==> src/rtl/riscv_pkg.sv <==
// rtl/riscv_pkg.sv - shared core widths, register-address constants and datapath typedefs
package riscv_pkg;

   localparam int XLEN   = 32;
   localparam int NREGS  = 32;
   localparam int REG_AW = $clog2(NREGS);

   typedef logic [XLEN-1:0]   xlen_t;
   typedef logic [REG_AW-1:0] reg_addr_t;

   localparam reg_addr_t REG_ZERO = 5'd0;

endpackage

==> src/rtl/wb_regfile_if.sv <==
// rtl/wb_regfile_if.sv - MEM/WB writeback, ID read-port and forwarding signal bundle
interface wb_regfile_if #(
   parameter int CNT_W = 32
);
   import riscv_pkg::*;

   xlen_t             memwb_ula_result;
   xlen_t             memwb_mem_data;
   reg_addr_t         memwb_rd;
   logic              memwb_RegWrite;
   logic              memwb_MemtoReg;
   reg_addr_t         rs1_addr;
   reg_addr_t         rs2_addr;
   xlen_t             rs1_data;
   xlen_t             rs2_data;
   logic              wb_we;
   reg_addr_t         wb_rd;
   xlen_t             wb_data;
   logic [CNT_W-1:0]  retire_cnt;

   modport master (
      output memwb_ula_result, memwb_mem_data, memwb_rd, memwb_RegWrite, memwb_MemtoReg,
      output rs1_addr, rs2_addr,
      input  rs1_data, rs2_data, wb_we, wb_rd, wb_data, retire_cnt
   );

   modport slave (
      input  memwb_ula_result, memwb_mem_data, memwb_rd, memwb_RegWrite, memwb_MemtoReg,
      input  rs1_addr, rs2_addr,
      output rs1_data, rs2_data, wb_we, wb_rd, wb_data, retire_cnt
   );

endinterface

==> src/rtl/regfile_2r1w.sv <==
// rtl/regfile_2r1w.sv - 32-entry register array, one write port, two write-first read ports
module regfile_2r1w
   import riscv_pkg::*;
(
   input  logic      clk,
   input  logic      rst,
   input  logic      we,
   input  reg_addr_t waddr,
   input  xlen_t     wdata,
   input  reg_addr_t raddr1,
   input  reg_addr_t raddr2,
   output xlen_t     rdata1,
   output xlen_t     rdata2
);

   xlen_t regs [NREGS];

   // Entry 0 is never written, so it stays at its reset value of zero.
   always_ff @(posedge clk or posedge rst) begin
      if (rst) begin
         for (int i = 0; i < NREGS; i++) begin
            regs[i] <= '0;
         end
      end else if (we && (waddr != REG_ZERO)) begin
         regs[waddr] <= wdata;
      end
   end

   always_comb begin
      rdata1 = regs[raddr1];
      if (raddr1 == REG_ZERO) begin
         rdata1 = '0;
      end else if (we && (raddr1 == waddr)) begin
         rdata1 = wdata;
      end
   end

   always_comb begin
      rdata2 = regs[raddr2];
      if (raddr2 == REG_ZERO) begin
         rdata2 = '0;
      end else if (we && (raddr2 == waddr)) begin
         rdata2 = wdata;
      end
   end

endmodule

==> src/rtl/wb_regfile.sv <==
// rtl/wb_regfile.sv - writeback select, register-file commit and retired-write counter
module wb_regfile
   import riscv_pkg::*;
#(
   parameter int CNT_W = 32
) (
   input  logic          clk,
   input  logic          rst,
   wb_regfile_if.slave   bus
);

   xlen_t            wb_data;
   logic             wb_we;
   logic [CNT_W-1:0] cnt_q;

   assign wb_data = bus.memwb_MemtoReg ? bus.memwb_mem_data : bus.memwb_ula_result;
   // Writes to x0 are dropped here so they neither commit nor count.
   assign wb_we   = bus.memwb_RegWrite && (bus.memwb_rd != REG_ZERO);

   assign bus.wb_data    = wb_data;
   assign bus.wb_we      = wb_we;
   assign bus.wb_rd      = bus.memwb_rd;
   assign bus.retire_cnt = cnt_q;

   regfile_2r1w u_regs (
      .clk    (clk),
      .rst    (rst),
      .we     (wb_we),
      .waddr  (bus.memwb_rd),
      .wdata  (wb_data),
      .raddr1 (bus.rs1_addr),
      .raddr2 (bus.rs2_addr),
      .rdata1 (bus.rs1_data),
      .rdata2 (bus.rs2_data)
   );

   always_ff @(posedge clk or posedge rst) begin
      if (rst) begin
         cnt_q <= '0;
      end else if (wb_we) begin
         cnt_q <= cnt_q + 1'b1;
      end
   end

endmodule

==> src/flat_wrapper.sv <==
// flat-port wrapper written by rule: the top's interface ports become plain ports
module wb_regfile_flat import riscv_pkg::*;
#(
   parameter int CNT_W = 32
)
  (clk, rst, bus_memwb_ula_result, bus_memwb_mem_data, bus_memwb_rd, bus_memwb_RegWrite, bus_memwb_MemtoReg, bus_rs1_addr, bus_rs2_addr, bus_rs1_data, bus_rs2_data, bus_wb_we, bus_wb_rd, bus_wb_data, bus_retire_cnt);
  wb_regfile_if #(.CNT_W(CNT_W)) bus_i ();
  input  logic clk;
  input  logic rst;
  input wire logic [$bits(bus_i.memwb_ula_result)-1:0] bus_memwb_ula_result;
  input wire logic [$bits(bus_i.memwb_mem_data)-1:0] bus_memwb_mem_data;
  input wire logic [$bits(bus_i.memwb_rd)-1:0] bus_memwb_rd;
  input wire logic [$bits(bus_i.memwb_RegWrite)-1:0] bus_memwb_RegWrite;
  input wire logic [$bits(bus_i.memwb_MemtoReg)-1:0] bus_memwb_MemtoReg;
  input wire logic [$bits(bus_i.rs1_addr)-1:0] bus_rs1_addr;
  input wire logic [$bits(bus_i.rs2_addr)-1:0] bus_rs2_addr;
  output wire logic [$bits(bus_i.rs1_data)-1:0] bus_rs1_data;
  output wire logic [$bits(bus_i.rs2_data)-1:0] bus_rs2_data;
  output wire logic [$bits(bus_i.wb_we)-1:0] bus_wb_we;
  output wire logic [$bits(bus_i.wb_rd)-1:0] bus_wb_rd;
  output wire logic [$bits(bus_i.wb_data)-1:0] bus_wb_data;
  output wire logic [$bits(bus_i.retire_cnt)-1:0] bus_retire_cnt;
  assign bus_i.memwb_ula_result = bus_memwb_ula_result;
  assign bus_i.memwb_mem_data = bus_memwb_mem_data;
  assign bus_i.memwb_rd = bus_memwb_rd;
  assign bus_i.memwb_RegWrite = bus_memwb_RegWrite;
  assign bus_i.memwb_MemtoReg = bus_memwb_MemtoReg;
  assign bus_i.rs1_addr = bus_rs1_addr;
  assign bus_i.rs2_addr = bus_rs2_addr;
  assign bus_rs1_data = bus_i.rs1_data;
  assign bus_rs2_data = bus_i.rs2_data;
  assign bus_wb_we = bus_i.wb_we;
  assign bus_wb_rd = bus_i.wb_rd;
  assign bus_wb_data = bus_i.wb_data;
  assign bus_retire_cnt = bus_i.retire_cnt;
  wb_regfile #(.CNT_W(CNT_W)) u_core (.clk(clk), .rst(rst), .bus(bus_i));
endmodule
==> config.mk <==
export PLATFORM = sky130hd
export DESIGN_NAME = wb_regfile_flat
export DESIGN_NICKNAME = d
export VERILOG_FILES = /design/src/rtl/riscv_pkg.sv /design/src/rtl/wb_regfile_if.sv /design/src/rtl/regfile_2r1w.sv /design/src/rtl/wb_regfile.sv /design/src/flat_wrapper.sv
export SDC_FILE = /design/constraint.sdc
export NUM_CORES = 2
export LEC_CHECK = 0
export CORE_ASPECT_RATIO = 1.25
export CORE_MARGIN = 1.5
export CORE_UTILIZATION = 30
export DETAILED_ROUTE_END_ITERATION = 10
export PLACE_DENSITY = 0.51
export RECOVER_POWER = 100
export SLEW_MARGIN = 20
export SYNTH_ARGS = -nofsm -noshare
export SYNTH_HDL_FRONTEND = slang
export SYNTH_HIERARCHICAL = 1
export SYNTH_SLANG_ARGS = --single-unit
==> constraint.sdc <==
create_clock -name clk -period 43.4 [get_ports clk]
set_input_delay 6.51 -clock clk [delete_from_list [all_inputs] [get_ports clk]]
set_output_delay 6.51 -clock clk [all_outputs]
set_load 0.005 [all_outputs]
* After elaboration in Yosys (flattened, before gate mapping)
Cells that the tools add are included.
** Word-level totals
- Bits of input ports :: 83
- Bits in registers :: 1056
- Output and inout bits :: 134
** Operators by class
- Magnitude comparators :: 4
- Reductions and logical operators :: 8
- Bitwise logic cells :: 3
- Multiplexer cells :: 14
- $add $sub $neg :: 1
- Equality and inequality tests :: 2
** Operators by type and width (count)
- 1024-bit bitwise mux :: 1
- 32-bit binary-select mux with 5-bit select :: 2
- 32-bit two-way mux :: 10
- 32-bit demux with 5-bit select :: 1
- 32-bit by 1-bit adder with 32-bit output, second input constant :: 1
- 6-bit >= comparator, second input constant :: 3
- 5-bit inverter with 6-bit output :: 3
- 5-bit == test :: 2
- 5-bit zero test :: 2
- 6-bit by 1-bit less-than comparator with 1-bit output, second input constant :: 1
- 1-bit logical AND :: 5
- 5-bit nonzero test :: 1

* Longest topological paths before layout
- Depth in word-level cells :: 6
- Gate-level depth with buffers :: 10

* Modules after synthesis
The synthesis kept the hierarchy.
** Modules (own cells, without submodules)
- regfile_2r1w :: cells an instance 3859, instances 1, area each 55253.0 sq um, seq. area each 25624.6 sq um
- wb_regfile :: cells an instance 182, instances 1, area each 1965.6 sq um, seq. area each 800.8 sq um

* Worst setup path after synthesis
No wires, ideal clock.
- Kind :: input-to-output
- Start point :: input bus_memwb_rd[0]
- End point :: output bus_rs1_data[14]
- Cell stages on the path :: 8
- Data arrival time :: 8.446 ns
- Slack :: 28.444 ns
- Required time :: 36.890 ns
- Cell sequence :: or4_4 > o21ai_0 > inv_1 > buf_2 > and3_1 > nor3_2 > buf_2 > a221o_1
** Between the ends
- Longest elaborated chain between the ends :: 5
- Elaborated cells between the ends (all ways) :: 6
- Those cells by class :: 1 x eq/ne; 2 x mux; 3 x reduce/logical
** Ends and longest elaborated chain
- start, declared :: line flat_wrapper.sv:12 : input wire logic [$bits(bus_i.memwb_rd)-1:0] bus_memwb_rd;
- 5-bit nonzero test :: line wb_regfile.sv:18 : assign wb_we = bus.memwb_RegWrite && (bus.memwb_rd != REG_ZERO);
- 1-bit logical AND :: line wb_regfile.sv:18
- named net bus_wb_we :: line flat_wrapper.sv:19 : output wire logic [$bits(bus_i.wb_we)-1:0] bus_wb_we;
- 1-bit logical AND :: line regfile_2r1w.sv:33 : end else if (we && (raddr1 == waddr)) begin
- 32-bit two-way mux :: line regfile_2r1w.sv:33
- 32-bit two-way mux :: line regfile_2r1w.sv:31 : if (raddr1 == REG_ZERO) begin
- end, declared :: line flat_wrapper.sv:17 : output wire logic [$bits(bus_i.rs1_data)-1:0] bus_rs1_data;
The timed path passes the listed nets, and every way through them passes these cells.

* Worst setup path in the final report
- Start point :: input bus_rs2_addr[0]
- End point :: output bus_rs2_data[9]
** Between the ends
- Longest elaborated chain between the ends :: 6
- Elaborated cells between the ends (all ways) :: 9
- Those cells by class :: 1 x eq/ne; 5 x mux; 1 x bitwise; 2 x reduce/logical
** Ends and longest elaborated chain
- start, declared :: line flat_wrapper.sv:16 : input wire logic [$bits(bus_i.rs2_addr)-1:0] bus_rs2_addr;
- 5-bit inverter with 6-bit output (not written as such) :: line regfile_2r1w.sv:39 : rdata2 = regs[raddr2];
- 32-bit binary-select mux with 5-bit select :: line regfile_2r1w.sv:39
- 32-bit two-way mux (not written as such) (2 in series) :: line regfile_2r1w.sv:39
- 32-bit two-way mux :: line regfile_2r1w.sv:42 : end else if (we && (raddr2 == waddr)) begin
- 32-bit two-way mux * :: line regfile_2r1w.sv:40 : if (raddr2 == REG_ZERO) begin
- end, declared :: line flat_wrapper.sv:18 : output wire logic [$bits(bus_i.rs2_data)-1:0] bus_rs2_data;
Mark *: on every way between the ends. The rest lies on a longest branch, timed or not. The select of a mux whose other input is x is not followed.

==> out/qor.csv <==
metric;value;unit
Setup crit start;bus_rs2_addr[0];
clock slew at reported path FFs;60;ps
Final HPWL DP;117;mm
TritonCTS clock tree;built;
clk buf depth;3;
Max Fanout on Critical Path;47;
share of layout cells above drive strength 1;41.9;%
number of global-route vias before repair;39600;
Setup Viol. Count Final;0;
Tot Pwr;3020;uW
post-synth top area cell;dfrtp_1;
area occupied by registers;0.0264;mm2
Max-slew headroom;-236;%
Die H;491;um
Post-Syn Area per Cell;14.2;um2
total wire length;209;mm
fillers;18800;
PostCTS Resize Cnt;0;
vias per std cell;5.72;
I/O pins;217;
Core Rows;179;
GPL Wtd Cong;0.796;
Post-Syn Nets;4125;
final setup TNS;0;ps
Crit Reg-Reg Startpoint;u_core/bus.retire_cnt[12]$_DFFE_PP0P_;
# hold bufs at CTS;0;
RSZ-0062 raised after global routing;no;
via count;38200;
Mapped Cells;4041;
Layout area overhead;13.8;%
Post-synth EDFFs;0;
arrival time worst endpoint;19360;ps
Req. time, crit path;36890;ps
clk_lat worst skew;740;ps
failing checks;capacitance limit, slew limit;
area fraction of the dominant cell type after synthesis;46.2;%
Max rail drop VDD;0.0361;mV
Hold WC Path Type;flop to flop;
ys flop type;dfrtp_1;
Worst-Margin Slew;5010;ps
Detail Route Antenna Nets;0;
port buffer count;216;
Seq/Total Area, Yosys;46.2;%
status;complete, but fails checks;
Starting Density;30.1;%
CP Launch Type;input port;
root buffer cell;clkbuf_16;
leakage power;0.0275;uW
Slew Limit Fails;2414;
Async SR Flop Fraction;100;%
Max Cap Viol;68;
number of H-tree levels;3;
core area;0.190;mm2
FMAX;38.7;MHz
Final #Nets;4129;
Synth cell types;63;
postcts setup bufs;0;
total congestion overflow;0;
fin crit share;59.6;%
# DRC;0;
wire length of the first global-routing pass;298;mm
Synth area leaders;dfrtp_1, mux2_2, mux4_2;
CP endpoint kind;primary output;
clk_skew;7.13;ps
Iteration-0 DRC Markers;3131;
yosys warns;6;
critical path class;input port to primary output;
end of the critical path;bus_rs2_data[9];
pin count of the biggest net entering global routing;111;
post-synthesis cell area;0.0572;mm2
CTS Buf Count;121;
R2R Path End;u_core/bus.retire_cnt[27]$_DFFE_PP0P_;
Die Width;394;um
multi-input logic area;0.0286;mm2
utilization after layout;34.3;%
flop-to-flop setup slack;41290;ps
FF-to-FF path depth;4;
initial antenna violation count;16;
Sinks on Clock Net;1056;
min cycle time layout;25870;ps
Fin. Hold Viols;0;
Die ar.;0.193;mm2
GRT Resource Usage Total;21.2;%
pwr/cell area;46.4;mW/mm2
DR WL/cell;31.3;um
#FFs+latches synth;1056;
drt first pass iters;6;
==> worst min path at each step <==
stage | start | to | slack (ps) | cells past startpoint
floorplan | u_core/u_regs/regs[1001]$_DFFE_PP0P_ | u_core/u_regs/regs[1001]$_DFFE_PP0P_ | 440 | 1
global placement | u_core/u_regs/regs[1002]$_DFFE_PP0P_ | u_core/u_regs/regs[1002]$_DFFE_PP0P_ | 380 | 0
detailed placement | u_core/u_regs/regs[998]$_DFFE_PP0P_ | u_core/u_regs/regs[998]$_DFFE_PP0P_ | 380 | 0
CTS | u_core/u_regs/regs[998]$_DFFE_PP0P_ | u_core/u_regs/regs[998]$_DFFE_PP0P_ | 400 | 0
global route | u_core/u_regs/regs[1009]$_DFFE_PP0P_ | u_core/u_regs/regs[1009]$_DFFE_PP0P_ | 410 | 0
finish | u_core/u_regs/regs[1019]$_DFFE_PP0P_ | u_core/u_regs/regs[1019]$_DFFE_PP0P_ | 400 | 0
==> routing by layer <==
metal | GRT usage, % | routed length [um] | vias up
met5 | 0 | 26 | -
met3 | 3.62 | 13500 | 356
li1 | - | - | 15500
met2 | 32.8 | 94200 | 1400
met4 | 7.35 | 7380 | 4
met1 | 30.0 | 93600 | 21000
==> cells by family after synthesis <==
kind of cell,share of synthesized area [%]
adder cells (fa/ha/maj),0.0219
flip-flops,46.2
buffers and inverters,4.03
XOR/XNOR,0.628
AND/OR/NAND/NOR,3.17
AO/OA/AOI/OAI,5.14
multiplexers,40.8
==> final cells by class <==
class / instances / share of cell area [%]
multi-input combinational: 2527 / 44.0
sequential: 1056 / 40.6
clock buffer: 183 / 5.53
tap: 2534 / 4.87
timing repair buffer: 325 / 4.30
clock inverter: 36 / 0.617
inverter: 14 / 0.0846
antenna: 4 / 0.0154
==> critical path: stages <==
cell and delay, ps:
clkbuf_1 2540, clkbuf_1 3030, clkbuf_1 2510, nor4b_1 720, clkbuf_1 690, nor2_1 260, o21a_1 150, clkbuf_1 1390
a32oi_1 230, o21ai_0 500, dlygate4sd3_1 690
==> stage by stage <==
step | hold WS (ps) | setup WS [ps] | area (um2) | instances
2_1_floorplan | 441 | 8070 | 57200 | 4041
3_3_place_gp | 376 | 25570 | 61500 | 6456
3_5_place_dp | 384 | 25560 | 61500 | 6456
4_1_cts | 399 | 25550 | 65500 | 6675
5_1_grt | 406 | 16430 | 65100 | 6676
6_report | 396 | 17530 | 65100 | 6679
==> report_power, final <==
group	internal, uW	switching [uW]
combinational	374	275
sequential	1180	146
clock	614	429
==> registers in the layout, indices dropped and copies added (netlist names) <==
signal                 cells
u_core/bus.retire_cnt     32
u_core/u_regs/regs      1024
==> synthesized netlist by cell type (3+ instances only) <==
cell type / instances
a211oi_1: 12
a21oi_1: 71
a221o_1: 37
a221oi_1: 25
a221oi_2: 3
a22o_1: 4
a22oi_1: 99
a31oi_1: 13
and2_1: 6
and3_1: 9
and3b_1: 3
and4_1: 5
buf_1: 57
buf_12: 3
buf_2: 112
buf_4: 42
buf_6: 29
clkbuf_1: 199
dfrtp_1: 1056
inv_1: 13
mux2_2: 1058
mux2i_1: 239
mux4_2: 402
nand2_1: 125
nand2b_1: 3
nand3_1: 34
nand3b_1: 3
nand4_1: 4
nor2_1: 72
nor2b_1: 7
nor3_1: 68
nor3_2: 3
nor3b_1: 12
nor4_1: 6
o211ai_1: 27
o21ai_0: 47
o21ai_1: 5
o221ai_1: 9
o22a_1: 3
o22ai_1: 40
o32ai_1: 8
xnor2_1: 14
xor2_1: 27
==> cell usage in the layout, fill, tap and decap left out, drive strengths merged, types with 14 or more instances in the layout <==
| cell | instances |
|---|---|
| dfrtp | 1056 |
| a21oi | 71 |
| a22oi | 99 |
| o22ai | 40 |
| a221o | 37 |
| nand2 | 125 |
| xnor2 | 14 |
| clkbuf | 239 |
| mux4 | 402 |
| dlygate4sd3 | 93 |
| mux2 | 1058 |
| inv | 14 |
| xor2 | 27 |
| a221oi | 28 |
| o211ai | 27 |
| nor2 | 74 |
| mux2i | 239 |
| o21ai | 53 |
| nor3 | 71 |
| buf | 64 |
| clkdlybuf4s50 | 112 |
| clkinv | 26 |
| nand3 | 34 |
Power figures use the tool's default switching activity.
